==> config.mk <==
export PLATFORM = sky130hd
export DESIGN_NAME = adc_resp_spi
export DESIGN_NICKNAME = d
export VERILOG_FILES = /design/src/rtl/adc_resp_spi.sv
export SDC_FILE = /design/constraint.sdc
export NUM_CORES = 1
export LEC_CHECK = 0
export CELL_PAD_IN_SITES_DETAIL_PLACEMENT = 1
export CELL_PAD_IN_SITES_GLOBAL_PLACEMENT = 1
export CORE_ASPECT_RATIO = 1.25
export CORE_MARGIN = 2
export CORE_UTILIZATION = 35
export DETAILED_ROUTE_END_ITERATION = 7
export GPL_TIMING_DRIVEN = 0
export PLACE_DENSITY = 0.85
export SYNTH_ARGS = -nofsm -noshare
export SYNTH_HDL_FRONTEND = slang
export SYNTH_SLANG_ARGS = --single-unit
==> constraint.sdc <==
create_clock -name clk -period 2.8 [get_ports clk]
set_clock_uncertainty 0.2 [all_clocks]
set_input_delay 0.84 -clock clk [delete_from_list [all_inputs] [get_ports clk]]
set_output_delay 0.84 -clock clk [all_outputs]
set_load 0.02 [all_outputs]
==> src/rtl/adc_resp_spi.sv <==
// adc_resp_spi: SPI responder that emulates an ADC128S-style 8-channel, 12-bit
// converter. SCLK/SS_n/MOSI are oversampled with clk, the channel address is
// decoded from each 16-bit control frame, and the sample of the previously
// addressed channel is shifted out on MISO (CPOL=1, MSB first).
// Build option: define ADC_RESP_TRISTATE_EN to float MISO outside a frame.
module adc_resp_spi #(
  parameter int SYNC_STAGES = 2
) (
  input  logic        clk,
  input  logic        rst_n,
  input  logic        SS_n,
  input  logic        SCLK,
  input  logic        MOSI,
  output logic        MISO,
  input  logic [95:0] ch_data,
  output logic [2:0]  cmd_channel,
  output logic        frame_done,
  output logic        frame_err,
  output logic        busy
);

  typedef enum logic [1:0] {
    WAIT_IDLE,
    IDLE,
    ACTIVE
  } state_t;

  state_t state, state_nxt;

  logic [SYNC_STAGES-1:0] sclk_sync, ss_sync, mosi_sync;
  logic sclk_s, ss_s, mosi_s;
  logic sclk_q, ss_q;
  logic sclk_rise, sclk_fall, ss_rise, ss_fall;

  // Only RX[13:11] carries the address; the two bits above it are never needed
  // so the shift register stops at bit 13.
  logic [13:0] rx_shift;
  logic [15:0] tx_shift;
  logic [15:0] tx_snap;
  logic [4:0]  rise_cnt, fall_cnt;
  logic [3:0]  tx_idx;
  logic [2:0]  pending_ch;
  logic        miso_q;

  assign sclk_s = sclk_sync[SYNC_STAGES-1];
  assign ss_s   = ss_sync[SYNC_STAGES-1];
  assign mosi_s = mosi_sync[SYNC_STAGES-1];

  assign sclk_rise =  sclk_s & ~sclk_q;
  assign sclk_fall = ~sclk_s &  sclk_q;
  assign ss_rise   =  ss_s   & ~ss_q;
  assign ss_fall   = ~ss_s   &  ss_q;

  assign tx_snap = {4'b0000, ch_data[12*pending_ch +: 12]};
  // For fall counts 1..15 this is 16 - fall_cnt, i.e. TX bit (17 - k) for fall k.
  assign tx_idx  = 4'd0 - fall_cnt[3:0];

  // Input synchronizers plus one edge-detect stage; SS_n resets low so a frame
  // already running at reset release can never look like a fresh SS_n fall.
  always_ff @(posedge clk or negedge rst_n) begin
    if (!rst_n) begin
      sclk_sync <= '1;
      ss_sync   <= '0;
      mosi_sync <= '0;
      sclk_q    <= 1'b1;
      ss_q      <= 1'b0;
    end else begin
      sclk_sync <= {sclk_sync[SYNC_STAGES-2:0], SCLK};
      ss_sync   <= {ss_sync[SYNC_STAGES-2:0], SS_n};
      mosi_sync <= {mosi_sync[SYNC_STAGES-2:0], MOSI};
      sclk_q    <= sclk_s;
      ss_q      <= ss_s;
    end
  end

  // State register.
  always_ff @(posedge clk or negedge rst_n) begin
    if (!rst_n) state <= WAIT_IDLE;
    else        state <= state_nxt;
  end

  // Next-state logic: SS_n strobes drive every transition.
  always_comb begin
    state_nxt = state;
    case (state)
      WAIT_IDLE: if (ss_s)    state_nxt = IDLE;
      IDLE:      if (ss_fall) state_nxt = ACTIVE;
      ACTIVE:    if (ss_rise) state_nxt = IDLE;
      default:   state_nxt = WAIT_IDLE;
    endcase
  end

  // Frame datapath: snapshot, shifting, counting and end-of-frame decode;
  // an SS_n strobe always wins over an SCLK strobe in the same cycle.
  always_ff @(posedge clk or negedge rst_n) begin
    if (!rst_n) begin
      tx_shift    <= '0;
      rx_shift    <= '0;
      rise_cnt    <= '0;
      fall_cnt    <= '0;
      pending_ch  <= '0;
      cmd_channel <= '0;
      miso_q      <= 1'b0;
      frame_done  <= 1'b0;
      frame_err   <= 1'b0;
    end else begin
      frame_done <= 1'b0;
      frame_err  <= 1'b0;
      case (state)
        IDLE: begin
          if (ss_fall) begin
            tx_shift <= tx_snap;
            rise_cnt <= '0;
            fall_cnt <= '0;
            miso_q   <= tx_snap[15];
          end
        end
        ACTIVE: begin
          if (ss_rise) begin
            miso_q <= 1'b0;
            if (rise_cnt == 5'd16) begin
              pending_ch  <= rx_shift[13:11];
              cmd_channel <= rx_shift[13:11];
              frame_done  <= 1'b1;
            end else begin
              frame_err <= 1'b1;
            end
          end else begin
            if (sclk_rise && rise_cnt != 5'd16) begin
              rx_shift <= {rx_shift[12:0], mosi_s};
              rise_cnt <= rise_cnt + 5'd1;
            end
            if (sclk_fall) begin
              if (fall_cnt != 5'd16) fall_cnt <= fall_cnt + 5'd1;
              if (fall_cnt == 5'd0)       miso_q <= tx_shift[15];
              else if (fall_cnt == 5'd16) miso_q <= 1'b0;
              else                        miso_q <= tx_shift[tx_idx];
            end
          end
        end
        default: ;
      endcase
    end
  end

  // Outputs decoded from the state: busy while ACTIVE, MISO released otherwise.
  always_comb begin
    busy = (state == ACTIVE);
`ifdef ADC_RESP_TRISTATE_EN
    MISO = (state == ACTIVE) ? miso_q : 1'bz;
`else
    MISO = (state == ACTIVE) ? miso_q : 1'b0;
`endif
  end

endmodule

Word-level counts from Yosys, hierarchy flattened
Index checks and enable logic that the tools add are counted.
- $add $sub $neg: 3
- multipliers: 1
- order comparisons: 1
- eq/ne operators: 14
- shift operators: 1
- muxes and demuxes: 27
- bitwise operators: 9
- reduce and logical (&&, ||, !) cells: 11
- operators by type and width (operator ; count):
    variable part select 96 x 8 -> 12 bit ; 1
    two-way mux 5 bit ; 6
    one-hot mux 5 bit (2 select lines) ; 2
    two-way mux 1 bit ; 13
    AND reduction 3 bit ; 4
    adder 5 x 1 -> 5 bit, second input constant ; 2
    equality test 5 bit, second input constant ; 2
    inequality test 5 bit, second input constant ; 2
    inequality test 2 x 1 -> 1 bit, second input constant ; 4
    two-way mux 2 bit ; 3
    inequality test 2 bit, second input constant ; 3
    one-hot mux 2 bit (3 select lines) ; 1
    logical NOT 5 bit ; 1
    less-than comparator 4 x 5 -> 1 bit, second input constant ; 1
    multiplier 2 x 3 -> 5 bit, first input constant ; 1
    inverter 1 bit ; 5
    AND reduction 5 bit ; 1
    AND 1 bit ; 4
    binary-select mux 1 bit (select 4 bit) ; 1
    AND reduction 4 bit ; 1
    subtractor 1 x 4 -> 4 bit, first input constant ; 1
    inequality test 3 x 1 -> 1 bit, second input constant ; 1
    equality test 2 x 1 -> 1 bit, second input constant ; 1
    equality test 2 bit, second input constant ; 1
    other kinds (5) ; 5
- flip-flop bits (word level): 52
- bits of input ports: 101
- output and inout bits: 7
- logic and storage cells: 81

Longest topological paths before layout
- depth in word-level cells: 8
- mapped depth: 8

Worst setup path before layout
Ideal clock, no wire load.
- path kind: register to output
- start point: reg state[0]
- end point: out MISO
- arrival: 1503 ps
- data required time: 1760 ps
- slack: 257 ps
- cell stages (with the launch flop): 6
- path buffers: 2
- cells stage by stage: dfrtp_1 > inv_1 > ha_1 > buf_2 > clkbuf_1 > and2_1
- word-level cells in the longest chain between the ends: 2
- ends and longest elaborated chain (element ; RTL line ; text):
    start: declaration ; 28 ; state_t state, state_nxt;
    start signal: assignment ; 79 ; else state <= state_nxt;
    equality test 2 bit ; -- ;
    named net busy ; 19 ; output logic busy
    two-way mux 1 bit ; 152 ; MISO = (state == ACTIVE) ? miso_q : 1'b0;
    end: declaration ; 14 ; output logic MISO,
The timed path passes the listed nets, and every way through them passes these cells.

Final worst setup path
- start point: reg state[0]
- end point: out busy
- word-level cells in the longest chain between the ends: 1
- ends and longest elaborated chain (element ; RTL line ; text):
    equality test 2 bit ; 148 ; busy = (state == ACTIVE);
    end: declaration ; 19 ;
Every way passes these cells.

==> impl_metrics.toml <==
[timing]
setup_ws_ps = 64.7
tightest_slew_ps = 617
slew_headroom_pct = 58.9
hold_viol = 0
max_freq_mhz = 366
tns_ps = 0
final_max_slew_viol_count = 0
timing.final.crit_share_pct = 97.7
rsz0062_at_grt = "false"
fin_crit_ps = 2740
setup_violations = 0
holdWs_ps = 165

[yosys]
synth-warning-count = 0
seq_area_frac_synth_pct = 42.1
synthCells = 249
synth_edf_count = 0
syn_area_um2 = 3100
synth-main-ff-cell = "dfrtp_1"
syn-num-nets = 359
synthArstFlopShare_pct = 100
ys_types = 47
synth-seq-cells = 52
syn-mean-instance-area_um2 = 12.4

[routing]
firstDrtPassIters = 4
vias_per_cell = 5.09
wirelength_um = 8620
wire_per_inst_um = 17.8
drt_iter0_markers = 83
dr_total_vias = 2464
ant_nets = 0
post-route-drc-count = 0

[critical_path]
cp-end-kind = "output port"
r2r-start = "fall_cnt[0]"
crit_arrival_ps = 1700
reg2reg_depth = 8
worstPathMaxFanout = 4
start_kind = "register"
rrSetupSlack_ps = 430
startpoint = "state[0]"
endpoint = "busy"
crit_type = "register to output port"
r2r-end = "miso_q"
crit_required_ps = 1760

[cts]
h-tree-depth = 2
clk_pin_slew_ps = 110
numCtsBuffers = 5
clockBufferDepth = 2
clock_sinks = 52
clock-root-buffer = "clkbuf_8"
clk_latency_ps = 310
cts_tree = "yes"

[global_routing]
grtUsageTotal_pct = 18.7
grt_pass1_wl_um = 13900
grt-ovfl-total = 0
grt_pass1_vias = 2899
grt_start_max_net_pins = 37
antenna_found_initial = 0

[floorplanning]
ios = 108
core_area_um2 = 8650
rows = 38
die_x_um = 88.2
initial_core_util_pct = 35.8
die_area_um2 = 9630
fp.dieH_um = 109

[worst_hold_path]
hold_path_class = "register to register"

[placement]
pre_cts_ws_ps = -345
place_congestion = 0.764
detailed_place.area_um2 = 4340
portBuffers = 107
dp_hpwl_um = 7270

[power_and_ir_drop]
ir_worst_vdd_mv = 0.281
p_per_area_nw_per_um2 = 543
power.leakage_uw = 0.00180

[finish]
nets = 473
area_growth_pct = 43.0
fillCellCount = 923
layout_common_cells = "clkdlybuf4s50_1, dfrtp_1, mux4_2, nand2_1"
final_common_cell = "clkdlybuf4s50_1"
final_area_um2 = 4430
antenna_cells = 0
layout-drive-gt1-share_pct = 18.7

[run_status]
status = "finished clean"

[job]
cap_violations = 0
## stage by stage
stage | cells | total power [uW] | util, %
after floorplan | 249 | 1580 | -
after global placement | 476 | 1870 | 49.9
after detailed placement | 477 | 1940 | 50.1
after CTS | 484 | 2420 | 51.3
after global routing | 484 | 2550 | 51.2
final | 484 | 2400 | 51.2
## cell usage after synthesis (all sizes together) (2+ instances only)
master / number / area share (%)
nor2: 9 / 1.2
and4bb: 2 / 0.93
nand2b: 3 / 0.61
mux2: 21 / 7.6
ha: 9 / 3.6
o211ai: 2 / 0.48
nand2: 23 / 2.8
a21o: 2 / 0.48
mux2i: 17 / 5.5
clkbuf: 5 / 0.61
nand4: 5 / 1.0
nor2b: 4 / 0.81
dfrtp: 49 / 40
nand3: 3 / 0.65
nor3: 2 / 0.48
a21oi: 3 / 0.48
o21ai: 19 / 3.1
inv: 9 / 1.1
xnor2: 3 / 0.85
buf: 11 / 2.2
dfstp: 3 / 2.5
a22o: 2 / 0.57
or4: 2 / 0.48
mux4: 26 / 19
o21bai: 2 / 0.48
## worst max-delay path: stages (launching register included)
cell and delay (ps):
dfrtp_1 440, inv_1 120, ha_1 210, clkdlybuf4s50_1 610
## logic make-up after synthesis
group	share of synthesized area, %
mux	32.0
flops	42.1
simple gates	10.3
xor+xnor	0.848
fa+ha+maj	3.63
buf+inv	3.88
compound gates	7.27
## how the worst min path moves through the flow
stage / start / endpoint / cells past startpoint
floorplan: mosi_sync[0] / mosi_sync[1] / 0
global placement: mosi_sync[0] / mosi_sync[1] / 0
CTS: mosi_sync[0] / mosi_sync[1] / 0
detailed placement: mosi_sync[0] / mosi_sync[1] / 0
finish: mosi_sync[0] / mosi_sync[1] / 0
global route: mosi_sync[0] / mosi_sync[1] / 0
## routing by layer
layer  up-vias  GRT usage (%)  part of all wire, %
met5         -              0                    0
met3         7           4.62                  5.4
met4         0           3.46                 0.61
li1       1153              -                    -
met2        77           34.0                   55
met1      1227           22.3                   39
## power by group
part	internal (uW)	total (uW)	switching, uW
clock	189	470	281
combinational	482	942	461
sequential	897	992	94.6
## state kept, by name, indices dropped and copies added, names as in the netlist
signal      count
sclk_q          1
frame_err       1
frame_done      1
tx_shift       12
rise_cnt        5
mosi_sync       2
fall_cnt        5
ss_q            1
pending_ch      3
ss_sync         2
state           2
miso_q          1
sclk_sync       2
rx_shift       14
## area by class of cell
| class | instances | area, um^2 | share of cell area (%) |
|---|---|---|---|
| plain buffers | 15 | 88.8 | 2.01 |
| clock buffers | 5 | 68.8 | 1.55 |
| clock inverters | 3 | 28.8 | 0.650 |
| inverters | 9 | 33.8 | 0.762 |
| multi-input cells | 172 | 1670 | 37.8 |
| flip-flops and latches | 52 | 1310 | 29.5 |
| well taps | 120 | 150 | 3.39 |
| repair buffers | 108 | 1080 | 24.4 |
## timing repair
| item | in CTS | in global routing |
|---|---|---|
| endpoints found under the setup margin | 1 | 1 |
| hold buffers | 0 | 0 |
| buffers inserted | 0 | 0 |
| resized for setup | 4 | 1 |
Power figures use the tool's default switching activity.
